[src/rtl/sample_coef_buffer.sv]
// Sample FIFO with registered pull output and a three-entry coefficient bank
// feeding the multiplier sequencer; PushCoef also flushes queued samples.
module sample_coef_buffer #(
  parameter int DATA_W = 24,
  parameter int COEF_W = 16,
  parameter int DEPTH  = 8,
  parameter int CNT_W  = $clog2(DEPTH) + 1
) (
  input  logic                     clk,
  input  logic                     reset,
  input  logic                     PushIn,
  input  logic signed [DATA_W-1:0] DataIn,
  input  logic                     PushCoef,
  input  logic signed [COEF_W-1:0] CoefIn,
  input  logic                     fifoPullOut,
  input  logic [1:0]               multiplier_mux_sel,
  output logic                     fifo_empty,
  output logic                     fifo_full,
  output logic [CNT_W-1:0]         fifo_count,
  output logic signed [DATA_W-1:0] DataOut,
  output logic                     data_valid,
  output logic signed [COEF_W-1:0] coef_out,
  output logic                     overflow,
  output logic                     underflow
);

  localparam int AW = $clog2(DEPTH);

  logic signed [DATA_W-1:0] mem [DEPTH];
  logic [CNT_W-1:0]         wr_ptr;
  logic [CNT_W-1:0]         rd_ptr;
  logic [CNT_W-1:0]         occ;
  logic signed [COEF_W-1:0] coef0;
  logic signed [COEF_W-1:0] coef1;
  logic signed [COEF_W-1:0] coef2;
  logic [1:0]               coef_idx;
  logic signed [DATA_W-1:0] data_p1;
  logic                     vld_p1;
  logic                     ovf_q;
  logic                     unf_q;
  logic                     pull_ok;
  logic                     push_ok;
  logic                     push_drop;
  logic                     pull_rej;

  assign occ        = wr_ptr - rd_ptr;
  assign fifo_empty = (occ == '0);
  assign fifo_full  = (occ == CNT_W'(DEPTH));
  assign fifo_count = occ;

  // A coefficient load owns the cycle: any sample strobe alongside it is discarded silently.
  assign pull_ok   = fifoPullOut & ~PushCoef & ~fifo_empty;
  assign push_ok   = PushIn & ~PushCoef & (~fifo_full | pull_ok);
  assign push_drop = PushIn & ~PushCoef & fifo_full & ~pull_ok;
  assign pull_rej  = fifoPullOut & ~PushCoef & fifo_empty;

  // Stage p0 -> p1: pointer/coef state update and registered head-of-queue read
  always_ff @(posedge clk) begin
    if (reset) begin
      wr_ptr   <= '0;
      rd_ptr   <= '0;
      coef_idx <= '0;
      coef0    <= '0;
      coef1    <= '0;
      coef2    <= '0;
      data_p1  <= '0;
      vld_p1   <= 1'b0;
      ovf_q    <= 1'b0;
      unf_q    <= 1'b0;
    end else begin
      vld_p1 <= pull_ok;
      if (pull_ok) data_p1 <= mem[rd_ptr[AW-1:0]];
      if (push_ok) wr_ptr <= wr_ptr + 1'b1;
      if (PushCoef)     rd_ptr <= wr_ptr;
      else if (pull_ok) rd_ptr <= rd_ptr + 1'b1;
      if (PushCoef) begin
        case (coef_idx)
          2'd0:    coef0 <= CoefIn;
          2'd1:    coef1 <= CoefIn;
          default: coef2 <= CoefIn;
        endcase
        coef_idx <= (coef_idx == 2'd2) ? 2'd0 : coef_idx + 2'd1;
      end
      if (push_drop) ovf_q <= 1'b1;
      if (pull_rej)  unf_q <= 1'b1;
    end
  end

  // Storage is not cleared on reset, but a write never lands in a reset cycle.
  always_ff @(posedge clk) begin
    if (push_ok && !reset) mem[wr_ptr[AW-1:0]] <= DataIn;
  end

  always_comb begin
    coef_out = '0;
    case (multiplier_mux_sel)
      2'd0:    coef_out = coef0;
      2'd1:    coef_out = coef1;
      2'd2:    coef_out = coef2;
      default: coef_out = '0;
    endcase
  end

  assign DataOut    = data_p1;
  assign data_valid = vld_p1;
  assign overflow   = ovf_q;
  assign underflow  = unf_q;

endmodule

[config.mk]
export PLATFORM = sky130hd
export DESIGN_NAME = sample_coef_buffer
export DESIGN_NICKNAME = d
export VERILOG_FILES = /design/src/rtl/sample_coef_buffer.sv
export SDC_FILE = /design/constraint.sdc
export NUM_CORES = 1
export LEC_CHECK = 0
export CELL_PAD_IN_SITES_DETAIL_PLACEMENT = 1
export CELL_PAD_IN_SITES_GLOBAL_PLACEMENT = 1
export CORE_MARGIN = 1.5
export CORE_UTILIZATION = 40
export DETAILED_ROUTE_END_ITERATION = 10
export PLACE_DENSITY_LB_ADDON = 0.1
export SYNTH_ARGS = -nofsm -noshare
export SYNTH_HDL_FRONTEND = slang
export SYNTH_SLANG_ARGS = --single-unit
[constraint.sdc]
create_clock -name clk -period 11.45 [get_ports clk]
set_input_delay 1.7175 -clock clk [delete_from_list [all_inputs] [get_ports clk]]
set_output_delay 1.7175 -clock clk [all_outputs]
set_load 0.03 [all_outputs]
# Yosys cells after proc, flatten, opt, wreduce, memory -nomap -nowiden
# Memories as Yosys holds them, arrays and structs flattened. A register that Yosys moved wholly into a read port is not among the register bits.
# Cells that the tools add are included.
dict set report totals {
  reg_bits 61
  ramBits 192
  inputBits 47
  output_inout_bits 49
  n_memories 1
}
dict set report classes {
  add_sub_neg 4
  eq_ne 5
  muxes 6
  bitwise_logic 13
  reduce_logical 10
}
# memory depth width read_ports rd_ports_with_merged_regs write_ports line_no
set mem_list {}
lappend mem_list {mem 8 24 1 1 1 29} ;# logic signed [DATA_W-1:0] mem [DEPTH];
# operator n
set op_table {}
lappend op_table {{$pmux W16 S3} 1}
lappend op_table {{$add A4 B1 Y4 const B} 2}
lappend op_table {{$mux W4} 2}
lappend op_table {{$and A1 B1 Y1} 7}
lappend op_table {{$reduce_and A2 Y1} 3}
lappend op_table {{$not A1 Y1} 5}
lappend op_table {{$eq A2 B1 Y1 const B} 2}
lappend op_table {{$eq A2 B2 Y1 const B} 2}
lappend op_table {{$eq A4 B4 Y1 const B} 1}
lappend op_table {{$logic_not A2 Y1} 2}
lappend op_table {{$logic_not A4 Y1} 1}
lappend op_table {{$sub A4 B4 Y4} 1}
lappend op_table {{$add A2 B1 Y2 const B} 1}
lappend op_table {{$mux W1} 2}
lappend op_table {{$mux W2} 1}
lappend op_table {{$reduce_bool A2 Y1} 1}
lappend op_table {{$reduce_or A2 Y1} 1}
lappend op_table {{$logic_and A1 B1 Y1} 1}
lappend op_table {{$logic_not A1 Y1} 1}
lappend op_table {{$or A1 B1 Y1} 1}

# Logic depth before layout (Yosys ltp)
# Gate-level depths: netlist of run 1.
dict set report depth {
  depth_word 9
  ltp_mapped 10
  mapped_depth_nobuf 9
}

# Least setup slack after synthesis of run 1
# No wires, ideal clock.
dict set report synth_path {
  path_kind {register -> register}
  startpoint {reg rd_ptr[1]}
  endpoint {mem mem[2][0], enable pin}
  setup_time_ns 0.475
  t_arrival_ns 5.029
  path_slack_ns 5.946
  stages_incl_launch_ff 10
  cell_sequence {dfxtp_1 -> clkbuf_1 -> clkinv_1 -> clkbuf_1 -> fa_1 -> xor2_1 -> or3_1 -> buf_2 -> o31ai_2 -> nor4b_1}
}
dict set report synth_between {
  elab_chain_len 9
}
# item line_no
set synth_rtl {}
lappend synth_rtl {{from (decl)} 31} ;# logic [CNT_W-1:0] rd_ptr;
lappend synth_rtl {{from (signal assigned)} 74} ;# if (PushCoef) rd_ptr <= wr_ptr;
lappend synth_rtl {{from (signal assigned)} 75} ;# else if (pull_ok) rd_ptr <= rd_ptr + 1'b1;
lappend synth_rtl {{$sub A4 B4 Y4 (*)} 46} ;# assign occ = wr_ptr - rd_ptr;
lappend synth_rtl {{via fifo_count[2]} 19} ;# output logic [CNT_W-1:0] fifo_count,
lappend synth_rtl {{$logic_not A4 Y1} 47} ;# assign fifo_empty = (occ == '0);
lappend synth_rtl {{$not A1 Y1} 52} ;# assign pull_ok = fifoPullOut & ~PushCoef & ~fifo_empty;
lappend synth_rtl {{$and A1 B1 Y1} 52}
lappend synth_rtl {{$or A1 B1 Y1 (*)} 53} ;# assign push_ok = PushIn & ~PushCoef & (~fifo_full | pull_ok);
lappend synth_rtl {{$and A1 B1 Y1 (*)} 53}
lappend synth_rtl {{$logic_and A1 B1 Y1 (*)} 91} ;# if (push_ok && !reset) mem[wr_ptr[AW-1:0]] <= DataIn;
lappend synth_rtl {{$mux W1 (*)} 91}
lappend synth_rtl {{$mux W1 (implied by the code) (*)} 91}
lappend synth_rtl {{to (decl)} 29}
# The timed path passes the listed nets; every way through them passes the cells marked *.

# Worst setup path after layout of run 1
dict set report layout_path {
  startpoint {in multiplier_mux_sel[1]}
  endpoint {out coef_out[15]}
}
dict set report layout_between {
  elab_chain_len 2
}
# item line_no
set layout_rtl {}
lappend layout_rtl {{from (decl)} 16} ;# input logic [1:0] multiplier_mux_sel,
lappend layout_rtl {{$eq A2 B2 Y1, or another cell as far along} 96} ;# case (multiplier_mux_sel)
lappend layout_rtl {{$pmux W16 S3 (*)} 96}
lappend layout_rtl {{to (decl)} 22} ;# output logic signed [COEF_W-1:0] coef_out,
# Every way passes the cells marked *; elsewhere a longest branch is shown, timed or not.

==> results.md, run 1 <==
| Stage | Result | This run |
|:---|:---|:---|
| finish | Top library cells by usage in the layout, fill and taps aside | edfxtp_1 (192), nand2_1 (164), clkdlybuf4s50_1 (94), dfxtp_1 (83), a21oi_1 (57) |
| timing | Setup Skew | 24.3 ps |
| route | Detailed Route WL | 25600 um |
| logic synthesis | Count of distinct cell types in the synthesized netlist | 43 |
| clock network | Sinks on the clock net | 277 |
| critical path | Signal arrival time at the worst endpoint | 4560 ps |
| clock network | Post-cts repair resize count | 0 |
| power | Power share of the clock group | 40.4% |
| timing | Worst-margin pin slew | 1190 ps |
| logic synthesis | Number of register bits inferred by synthesis | 277 |
| floorplanning | Total number of placement rows | 59 |
| hold path | Tightest Hold Check Type | register to register |
| global routing | Vias in the first global route | 7139 |
| logic synthesis | Area leader, netlist | edfxtp_1 |
| floorplanning | Core area | 0.0262 mm^2 |
| route | Count of routing violations after the opening detailed-route iteration | 449 |
| route | Detailed-router iteration count before antenna repair | 4 |
| route | Average routed wire per standard cell | 21.2 um |
| critical path | Slowest stage cell on the critical path | nor2b_1 |
| global routing | Aggregate global-route resource usage | 18.7% |
| logic synthesis | Top cells by area, synth | edfxtp_1 (54%), dfxtp_1 (16%), mux4_2 (10%) |
| finish | Fraction of final layout cells with drive strength greater than 1 | 14.6% |
| clock network | TritonCTS clock tree | built |
| power | Overall power | 2280 uW |
| clock network | Clock-pin slew on the worst setup and hold paths | 60 ps |
| finish | Synthesis-to-finish area growth | 21.3% |
| power | Gate power share | 10.9% |
| logic synthesis | Adder-cell share of the synthesized area | 0.768% |
| finish | Net count reported at finish | 901 |
| global routing | Maximum number of pins on one net before global-route repair | 55 |
| floorplanning | Die span in y | 167 um |
| route | Number of DRC violations after detailed routing | 0 |
| global routing | Routing usage on met2 | 32.9% |
| clock network | Hold buffer count at cts | 0 |
| critical path | RR Startpoint | rd_ptr[2] |
| power | Static leakage | 0.00422 uW |
| critical path | Critical Setup Path Class | input pin to primary output |
| critical path | Number of cell instances on the worst register-to-register path | 9 |
| job | Count of maximum capacitance violations | 0 |
| outcome | Run status | finished clean |
| critical path | Crit path cell chain | clkdlybuf4s50_1 -> nor2b_1 -> nand2_1 -> o21ai_0 -> clkdlybuf4s50_1 |
| timing | Hold Fails Final Rpt | 0 |
| clock network | Number of buffers created by CTS | 30 |
| timing | Minimum period implied by the final worst setup slack | 6280 ps |
| power | Net Sw Frac | 24.1% |
| clock network | Skew-Pair Late Insertion Delay | 570 ps |
| timing | Normalized max-slew margin | 20.3% |
| power | Reg power frac | 48.7% |
| logic synthesis | Average cell area after synthesis | 14.3 um^2 |
| logic synthesis | Simple-Gate Fraction of Synth Area | 8.81% |
| logic synthesis | Synth Instances | 755 |
| placed design | Post-detailed-placement half-perimeter wirelength | 14600 um |
| logic synthesis | Portion of synthesized cell area occupied by the leading cell type | 53.6% |
| clock network | Clock root buffer | clkbuf_16 |
| power | IR Drop Worst-Case VDD | 0.110 mV |
| power | Power Density | 175 mW/mm^2 |
| global routing | Grt met3 use | 2.66% |
| global routing | Global-route wire length before repair | 40300 um |
| critical path | Most frequent cell on the critical path | clkdlybuf4s50_1 |
| global routing | Global-route layer with the greatest usage | met2 |
| logic synthesis | Multiplexer area fraction after synthesis | 11.7% |
| global routing | Congestion Overflow GR | 0 |
| global routing | Met1 global-route usage | 24.1% |
| hold path | Hold path start | coef0[9] |
| power | Net Sw Power | 549 uW |
| logic synthesis | Synth warnings | 0 |
| logic synthesis | Sequential cell area fraction in the yosys report | 69.4% |
| route | Detailed-route vias per instance | 5.38 |
| critical path | Element type at the critical path start | input pin |
| finish | Diode insertion count for antenna repair | 0 |
| floorplanning | Chip Width | 167 um |
| hold path | Hold Crit Endpoint | coef0[9] |
| logic synthesis | Synthesized-area fraction occupied by xor and xnor cells | 0.326% |
| floorplanning | Count of pins on the block boundary | 96 |
| timing | Number of setup violations in the final report | 0 |
| critical path | Highest cell delay on the worst timing path | 1010 ps |
| clock network | Max Root-Sink Buffers | 3 |
| route | Detail Route Antenna Nets | 0 |
| logic synthesis | Area of the mapped netlist | 0.0108 mm^2 |
| timing | Fin Setup TNS | 0 ps |
| placed design | RePlAce Congestion | 0.772 |
| timing | Final worst-path cycle share | 54.8% |
| timing | Peak clock frequency supported by timing | 159 MHz |
| hold path | Hold depth | 2 |
| clock network | Number of H-tree levels | 1 |
| critical path | Biggest fanout along the worst timing path | 17 |
| logic synthesis | Synthesized-area fraction occupied by ao, oa, aoi and oai cells | 6.76% |
| timing | Max-slew violation total from the final report | 0 |
| clock network | Count of buffers added by post-CTS timing repair for setup | 0 |
| critical path | R2r setup slk | 7280 ps |
| floorplanning | Die Area | 0.0279 mm^2 |
| finish | Most frequent standard cell in the layout excluding fill and tap cells | edfxtp_1 |
| power | Internal cell power | 1730 uW |
| placed design | Count of input and output buffers | 95 |
| critical path | Worst Path Buf+Inv | 2 |
| critical path | Reg-to-Reg End | mem[0][17] |
| critical path | Type of element capturing the critical path | primary output |
| critical path | Critical path required time | 9730 ps |
| timing | Setup repair after global routing missed its margin | false |
| logic synthesis | Net Count, Synth | 808 |
| global routing | Number of antenna violations at the first check in global routing | 0 |
| critical path | Cell family contributing the most delay on the critical path | buffers and inverters |
| logic synthesis | Combinational family with the most area after synthesis | multiplexers |
| route | Total via count in the routed design | 6487 |
| floorplanning | Starting density of the core | 41.1% |
==> worst register-to-register path, stage by stage, from the launching register on <==
cell and delay [ps]:
dfxtp_2 310, buf_4 600, inv_1 170, ha_1 390, and3b_1 230, o21ai_1 280, and2_1 250, o31ai_2 200
nor4_2 900, buf_4 490
==> power by group through the flow <==
stage	clock, uW	combinational [uW]	sequential (uW)
floorplan	0	137	1150
global placement	0	245	1130
detailed placement	0	252	1130
CTS	945	253	1110
global route	980	270	1110
finish	921	249	1110
==> per-stage QoR <==
step / hold slack, ps / util, % / setup WS (ps) / instances / instance area [um^2]
floorplan: 436 / - / 5950 / 755 / 10800
global placement: 440 / 46.2 / 5340 / 1151 / 12100
detailed placement: 450 / 46.2 / 5160 / 1151 / 12100
CTS: 459 / 49.8 / 5160 / 1206 / 13100
global route: 476 / 49.8 / 4980 / 1206 / 13100
finish: 456 / 49.8 / 5170 / 1206 / 13100
==> Yosys cell counts, drive strengths merged <==
master	number
clkinv	1
mux4	48
ha	5
o31a	2
a21o	3
and2	2
o21ai	17
nand3b	2
xnor2	2
nor3	5
buf	12
or3	2
o41a	1
nand2b	4
nor2b	3
o21a	1
nor2	31
o31ai	1
nand2	164
clkbuf	38
or2	1
nor3b	1
a22oi	1
and3	2
nor4b	1
xor2	2
a211oi	2
dfxtp	85
a21oi	58
mux2i	18
a311oi	24
or3b	1
fa	1
inv	9
edfxtp	192
a31oi	3
nand3	3
and3b	2
nor4	5
==> worst max path at each step <==
stage / depth (start not counted) / from / to / slack [ps]
floorplan: 9 / rd_ptr[1] / mem[2][0] / 5950
global placement: 5 / multiplier_mux_sel[1] / coef_out[12] / 5340
detailed placement: 5 / multiplier_mux_sel[1] / coef_out[1] / 5160
CTS: 5 / multiplier_mux_sel[1] / coef_out[1] / 5160
global route: 5 / multiplier_mux_sel[1] / coef_out[15] / 4980
finish: 5 / multiplier_mux_sel[1] / coef_out[15] / 5170
==> flip-flops by register name, summed over array words and instances, names as in the netlist <==
signal	cells
mem	192
data_valid	1
coef2	16
DataOut	24
rd_ptr	4
wr_ptr	4
underflow	1
coef_idx	2
coef0	16
overflow	1
coef1	16
==> logic make-up after synthesis <==
kind of cell	count (synthesis)
mux	66
flops	277
buf+inv	60
fa+ha+maj	6
xor+xnor	4
compound gates	113
simple gates	229
==> area by class of cell <==
type                       count  area, um^2
clock buffer                  35         779
clock inverter                20         174
fill                        2578       13200
inverter                      10        37.5
multi-input combinational    418        3100
sequential                   277        7470
tap                          335         419
timing repair buffer         111        1070
==> layer usage <==
metal / part of all wire [%] / wire, um
met2: 50 / 12900
met4: 2.0 / 518
met5: 0 / 0
met1: 42 / 10900
met3: 5.0 / 1280
No activity file was read; power rests on OpenSTA's default activity.
==> inputs of run 2 (changes only) <==
==> constraint.sdc (replaced) <==
create_clock -name clk -period 6.1 [get_ports clk]
set_input_delay 0.915 -clock clk [delete_from_list [all_inputs] [get_ports clk]]
set_output_delay 0.915 -clock clk [all_outputs]
set_load 0.03 [all_outputs]
==> run 2 against run 1 <==
  * Combinational power grew 90%
  * Largest cell class unchanged
  * Sequential power is 87% higher
  * Hold slack worse by 1.4 ps
  * First-iteration DRC count down 8.2%
  * Final area grew 0.48%
==> results.md, run 2 (same netlist as run 1, synthesis figures left out) <==
| Stage | Result | This run | vs previous |
|:---|:---|:---|:---|
| clock network | Clock-pin slew on the worst setup and hold paths | 60 ps | about the same |
| floorplanning | Count of pins on the block boundary | 96 | unchanged |
| finish | Top library cells by usage in the layout, fill and taps aside | edfxtp_1 (192), nand2_1 (164), clkdlybuf4s50_1 (94), dfxtp_1 (83), a21oi_1 (57) | unchanged |
| global routing | Global-route layer with the greatest usage | met2 | unchanged |
| route | Detailed-route vias per instance | 5.38 | about the same |
| clock network | Clock root buffer | clkbuf_16 | unchanged |
| global routing | Met1 global-route usage | 24.2% | was 24.1% |
| power | Reg power frac | 47.6% | was 48.7% |
| critical path | Signal arrival time at the worst endpoint | 3680 ps | was 4560 ps |
| clock network | Post-cts repair resize count | 0 | unchanged |
| power | Net Sw Frac | 23.5% | was 24.1% |
| placed design | Count of input and output buffers | 95 | unchanged |
| timing | Number of setup violations in the final report | 0 | unchanged |
| power | IR Drop Worst-Case VDD | 0.248 mV | was 0.110 mV |
| global routing | Grt met3 use | 2.71% | was 2.66% |
| finish | Net count reported at finish | 902 | was 901 |
| critical path | Critical Setup Path Class | register to primary output | was input pin to primary output |
| power | Power Density | 334 mW/mm^2 | was 175 mW/mm^2 |
| route | Number of DRC violations after detailed routing | 0 | unchanged |
| timing | Setup repair after global routing missed its margin | false | unchanged |
| hold path | Tightest Hold Check Type | register to register | unchanged |
| finish | Synthesis-to-finish area growth | 21.9% | was 21.3% |
| critical path | Type of element capturing the critical path | primary output | unchanged |
| finish | FILL cells | 2574 | was 2578 |
| floorplanning | Die Area | 0.0279 mm^2 | unchanged |
| clock network | Sinks on the clock net | 277 | unchanged |
| floorplanning | Core area | 0.0262 mm^2 | unchanged |
| timing | Setup Skew | 26.2 ps | was 24.3 ps |
| finish | Diode insertion count for antenna repair | 0 | unchanged |
| outcome | Run status | finished clean | unchanged |
| route | Count of routing violations after the opening detailed-route iteration | 412 | was 449 |
| clock network | Hold buffer count at cts | 0 | unchanged |
| clock network | Skew-Pair Late Insertion Delay | 580 ps | was 570 ps |
| placed design | Worst setup slack before clock tree synthesis | 1640 ps | was 5160 ps |
| timing | Max-slew violation total from the final report | 0 | unchanged |
| job | Count of maximum capacitance violations | 0 | unchanged |
| timing | Minimum period implied by the final worst setup slack | 4590 ps |  |
| critical path | Critical path required time | 5180 ps | was 9730 ps |
| critical path | Element type at the critical path start | register | was input pin |
| finish | Fraction of final layout cells with drive strength greater than 1 | 14.6% | about the same |
| critical path | Biggest fanout along the worst timing path | 27 | was 17 |
| clock network | Number of buffers created by CTS | 30 | unchanged |
| power | Gate power share | 10.8% | was 10.9% |
| global routing | Global-route wire length before repair | 40100 um | was 40300 um |
| global routing | Congestion Overflow GR | 0 | unchanged |
| timing | Normalized max-slew margin | 20.5% | was 20.3% |
| global routing | Vias in the first global route | 7043 | was 7139 |
| global routing | Number of antenna violations at the first check in global routing | 0 | unchanged |
| floorplanning | Starting density of the core | 41.1% | unchanged |
| route | Detailed-router iteration count before antenna repair | 4 | unchanged |
| floorplanning | Die span in y | 167 um | unchanged |
| power | Internal cell power | 3350 uW | was 1730 uW |
| timing | Hold Fails Final Rpt | 0 | unchanged |
| timing | Final worst-path cycle share | 75.3% |  |
| route | Average routed wire per standard cell | 21.1 um | was 21.2 um |
| route | Detail Route Antenna Nets | 0 | unchanged |
| clock network | Count of buffers added by post-CTS timing repair for setup | 0 | unchanged |
| finish | Most frequent standard cell in the layout excluding fill and tap cells | edfxtp_1 | unchanged |
| timing | Setup ws final | 1510 ps | was 5170 ps |
| timing | Peak clock frequency supported by timing | 218 MHz |  |
| power | Static leakage | 0.00425 uW | was 0.00422 uW |
| power | Net Sw Power | 1030 uW | was 549 uW |
| clock network | Number of H-tree levels | 1 | unchanged |
| placed design | RePlAce Congestion | 0.735 | was 0.772 |
| power | Power share of the clock group | 41.6% | was 40.4% |
| global routing | Routing usage on met2 | 32.9% | about the same |
| floorplanning | Total number of placement rows | 59 | unchanged |
| timing | Worst-margin pin slew | 1190 ps | about the same |
| route | Total via count in the routed design | 6493 | was 6487 |
| global routing | Maximum number of pins on one net before global-route repair | 85 | was 55 |
| timing | Fin Setup TNS | 0 ps | unchanged |
| clock network | TritonCTS clock tree | built | unchanged |
| floorplanning | Chip Width | 167 um | unchanged |
| clock network | Max Root-Sink Buffers | 3 | unchanged |
| placed design | Post-detailed-placement half-perimeter wirelength | 14700 um | was 14600 um |
| global routing | Aggregate global-route resource usage | 18.7% | about the same |
| finish | Max reg flops | 192 | unchanged |
| route | Detailed Route WL | 25500 um | was 25600 um |
[run 2: routing by layer]
metal / routed length, um / vias to the layer above
met5: 0 / -
met2: 12700 / 152
met1: 11100 / 3314
met4: 499 / 0
li1: - / 2996
met3: 1230 / 31
[run 2: power by group through the flow]
stage	combinational, uW	sequential, uW	clock, uW
after floorplan	257	2160	0
after global placement	465	2120	0
after global routing	513	2090	1940
after detailed placement	478	2120	0
final	472	2080	1820
after CTS	480	2080	1870
[run 2: cell type report]
| class | count | area [um^2] | share of cell area [%] |
|---|---|---|---|
| inverter | 10 | 37.5 | 0.286 |
| clock buffer | 44 | 853 | 6.51 |
| sequential | 277 | 7470 | 57.0 |
| multi-input combinational | 418 | 3100 | 23.7 |
| clock inverter | 11 | 155 | 1.18 |
| timing repair buffer | 112 | 1070 | 8.19 |
| tap | 335 | 419 | 3.20 |
[run 2: worst max-delay path, stage by stage, from the launching register on]
cell and delay [ps]:
dfxtp_1 300, buf_4 360, clkinv_1 370, ha_1 390, and3b_1 180, o21ai_1 290, and2_1 250, inv_1 110
nor2_1 170, clkdlybuf4s50_1 700
[run 2: worst paths after layout]
kind / depth (start not counted) / startpoint / endpoint / slack (ps)
hold reg to reg: 2 / coef1[10] / coef1[10] / 450
setup reg to reg: 9 / rd_ptr[1] / DataOut[22] / 2330
hold / removal: 2 / coef1[10] / coef1[10] / 450
setup / recovery: 9 / rd_ptr[1] / fifo_empty / 1510
[run 2: stage by stage]
step / power (uW) / instance area, um^2 / hold WS, ps / std cells / util [%]
after floorplan: 2410 / 10800 / 436 / 755 / -
after global placement: 2580 / 12100 / 441 / 1152 / 46.2
after detailed placement: 2600 / 12100 / 447 / 1152 / 46.2
after CTS: 4430 / 13100 / 455 / 1207 / 50.0
after global routing: 4540 / 13100 / 477 / 1207 / 50.0
final: 4380 / 13100 / 455 / 1207 / 50.0
==> inputs of run 3 (changes only) <==
==> constraint.sdc (replaced) <==
create_clock -name clk -period 4.71 [get_ports clk]
set_input_delay 0.7065 -clock clk [delete_from_list [all_inputs] [get_ports clk]]
set_output_delay 0.7065 -clock clk [all_outputs]
set_load 0.03 [all_outputs]
==> run 3 against run 2 <==
  * Sequential cell count did not move
  * Critical path depth decreased by 1
  * Setup slack got worse by 550 ps
  * Sequential power up 30%
  * First-iteration DRC count decreased by 17%
  * Largest power group unchanged
==> results.md, run 3 (same netlist as run 1, synthesis figures left out) <==
| Stage | Result | This run | vs previous |
|:---|:---|:---|:---|
| outcome | Run status | finished clean | unchanged |
| power | Reg power frac | 48.4% | was 47.6% |
| timing | Minimum period implied by the final worst setup slack | 3760 ps |  |
| clock network | Count of buffers added by post-CTS timing repair for setup | 0 | unchanged |
| finish | Post-route insts no fill | 1209 | was 1207 |
| placed design | Post-detailed-placement half-perimeter wirelength | 14700 um | about the same |
| finish | Fraction of final layout cells with drive strength greater than 1 | 14.9% | was 14.6% |
| clock network | Hold buffer count at cts | 0 | unchanged |
| clock network | Sinks on the clock net | 277 | unchanged |
| finish | Synthesis-to-finish area growth | 21.6% | was 21.9% |
| placed design | Area of placed instances | 0.0121 mm^2 | about the same |
| floorplanning | Core area | 0.0262 mm^2 | unchanged |
| timing | Fin Setup TNS | 0 ps | unchanged |
| timing | Number of setup violations in the final report | 0 | unchanged |
| finish | Most frequent standard cell in the layout excluding fill and tap cells | edfxtp_1 | unchanged |
| clock network | Skew-Pair Late Insertion Delay | 570 ps | was 580 ps |
| power | Net Sw Frac | 24.1% | was 23.5% |
| route | Routed length on met1 | 11200 um | was 11100 um |
| floorplanning | Chip Width | 167 um | unchanged |
| job | Count of maximum capacitance violations | 0 | unchanged |
| critical path | Critical Setup Path Class | register to primary output | unchanged |
| global routing | Aggregate global-route resource usage | 18.8% | was 18.7% |
| global routing | Maximum number of pins on one net before global-route repair | 83 | was 85 |
| route | Detailed Route WL | 25400 um | was 25500 um |
| global routing | Vias in the first global route | 7147 | was 7043 |
| timing | Setup repair after global routing missed its margin | false | unchanged |
| clock network | Number of H-tree levels | 1 | unchanged |
| global routing | Global-route wire length before repair | 40400 um | was 40100 um |
| global routing | Congestion Overflow GR | 0 | unchanged |
| clock network | Post-cts repair resize count | 0 | unchanged |
| placed design | Count of input and output buffers | 95 | unchanged |
| finish | Utilization after layout | 49.9% | was 50.0% |
| clock network | TritonCTS clock tree | built | unchanged |
| clock network | Number of buffers created by CTS | 30 | unchanged |
| timing | Peak clock frequency supported by timing | 266 MHz |  |
| finish | Max reg flops | 192 | unchanged |
| power | Net Sw Power | 1350 uW | was 1030 uW |
| critical path | Biggest fanout along the worst timing path | 26 | was 27 |
| placed design | Placed insts | 1154 | was 1152 |
| placed design | RePlAce Congestion | 0.758 | was 0.735 |
| route | Count of routing violations after the opening detailed-route iteration | 341 | was 412 |
| power | Power Density | 426 mW/mm^2 | was 334 mW/mm^2 |
| floorplanning | Die Area | 0.0279 mm^2 | unchanged |
| finish | Net count reported at finish | 904 | was 902 |
| power | Internal cell power | 4230 uW | was 3350 uW |
| route | Total via count in the routed design | 6532 | was 6493 |
| timing | Setup Skew | 16.7 ps | was 26.2 ps |
| critical path | Critical path required time | 4000 ps | was 5180 ps |
| floorplanning | Total number of placement rows | 59 | unchanged |
| timing | Normalized max-slew margin | 29.5% | was 20.5% |
| timing | Post-Route Hold Slack | 403 ps | was 455 ps |
| floorplanning | Starting density of the core | 41.1% | unchanged |
| finish | Post-route cell area | 0.0131 mm^2 | about the same |
| power | Static leakage | 0.00423 uW | was 0.00425 uW |
| timing | Final worst-path cycle share | 79.8% |  |
| global routing | Number of antenna violations at the first check in global routing | 0 | unchanged |
| finish | Diode insertion count for antenna repair | 0 | unchanged |
| route | Routed met2 length | 12700 um | about the same |
| route | Number of DRC violations after detailed routing | 0 | unchanged |
| floorplanning | Count of pins on the block boundary | 96 | unchanged |
| route | Met3 WL | 918 um | was 1230 um |
| floorplanning | Die span in y | 167 um | unchanged |
| power | Gate power share | 11.0% | was 10.8% |
| route | Detailed-router iteration count before antenna repair | 4 | unchanged |
| route | Detailed-route vias per instance | 5.40 | was 5.38 |
| power | Power share of the clock group | 40.7% | was 41.6% |
| critical path | Signal arrival time at the worst endpoint | 3050 ps | was 3680 ps |
| critical path | Element type at the critical path start | register | unchanged |
| power | IR Drop Worst-Case VDD | 0.307 mV | was 0.248 mV |
| timing | Hold Fails Final Rpt | 0 | unchanged |
| clock network | Max Root-Sink Buffers | 3 | unchanged |
| timing | Max-slew violation total from the final report | 0 | unchanged |
| finish | FILL cells | 2590 | was 2574 |
| timing | Worst-margin pin slew | 1050 ps | was 1190 ps |
| clock network | Clock-pin slew on the worst setup and hold paths | 60 ps | about the same |
| route | Top routing layer in use | met4 | unchanged |
| clock network | Clock root buffer | clkbuf_16 | unchanged |
| finish | Top library cells by usage in the layout, fill and taps aside | edfxtp_1 (192), nand2_1 (164), clkdlybuf4s50_1 (92), dfxtp_1 (83), a21oi_1 (57) | was edfxtp_1 (192), nand2_1 (164), clkdlybuf4s50_1 (94), dfxtp_1 (83), a21oi_1 (57) |
| route | Detail Route Antenna Nets | 0 | unchanged |
| hold path | Tightest Hold Check Type | input pin to register | was register to register |
| critical path | Type of element capturing the critical path | primary output | unchanged |
| route | Average routed wire per standard cell | 21.0 um | was 21.1 um |
==> run 3: worst max-delay path: stages, from the launching register on <==
cell             delay, ps
dfxtp_1                310
clkinv_1                70
buf_4                  360
ha_1                   320
and3b_1                180
o21ai_1                300
and2_1                 250
inv_1                  100
clkdlybuf4s50_1        600
==> run 3: stage by stage <==
step	setup WS, ps	power, uW
floorplan	-572	3130
global route	789	5790
global placement	1170	3350
finish	953	5580
detailed placement	1040	3370
CTS	902	5640
==> run 3: layout make-up <==
class / count / area, um^2 / area share [%]
Clock inverter: 15 / 154 / 1.18
Multi-Input combinational cell: 418 / 3110 / 23.8
Tap cell: 335 / 419 / 3.20
Sequential cell: 277 / 7470 / 57.1
Clock buffer: 40 / 808 / 6.18
Timing Repair Buffer: 114 / 1080 / 8.28
Inverter: 10 / 37.5 / 0.287
==> run 3: final timing paths <==
path / slack, ps / startpoint / depth (start not counted) / to
max: 950 / rd_ptr[1] / 8 / fifo_count[3]
min: 400 / reset / 2 / wr_ptr[1]
max reg2reg: 1330 / wr_ptr[0] / 8 / mem[7][16]
min reg2reg: 450 / coef0[6] / 2 / coef0[6]
==> run 3: routing by layer <==
layer  vias to the layer above  global-route usage [%]
met2                       112                    33.0
li1                       2999                       -
met3                        35                    2.92
met1                      3386                    24.0
met4                         0                    5.49
met5                         -                       0
==> run 3: power by group through the flow <==
stage | logic, uW | clock network, uW | registers [uW]
2_1_floorplan | 333 | 0 | 2790
3_3_place_gp | 604 | 0 | 2750
3_5_place_dp | 622 | 0 | 2750
4_1_cts | 624 | 2320 | 2700
5_1_grt | 663 | 2420 | 2700
6_report | 611 | 2270 | 2700
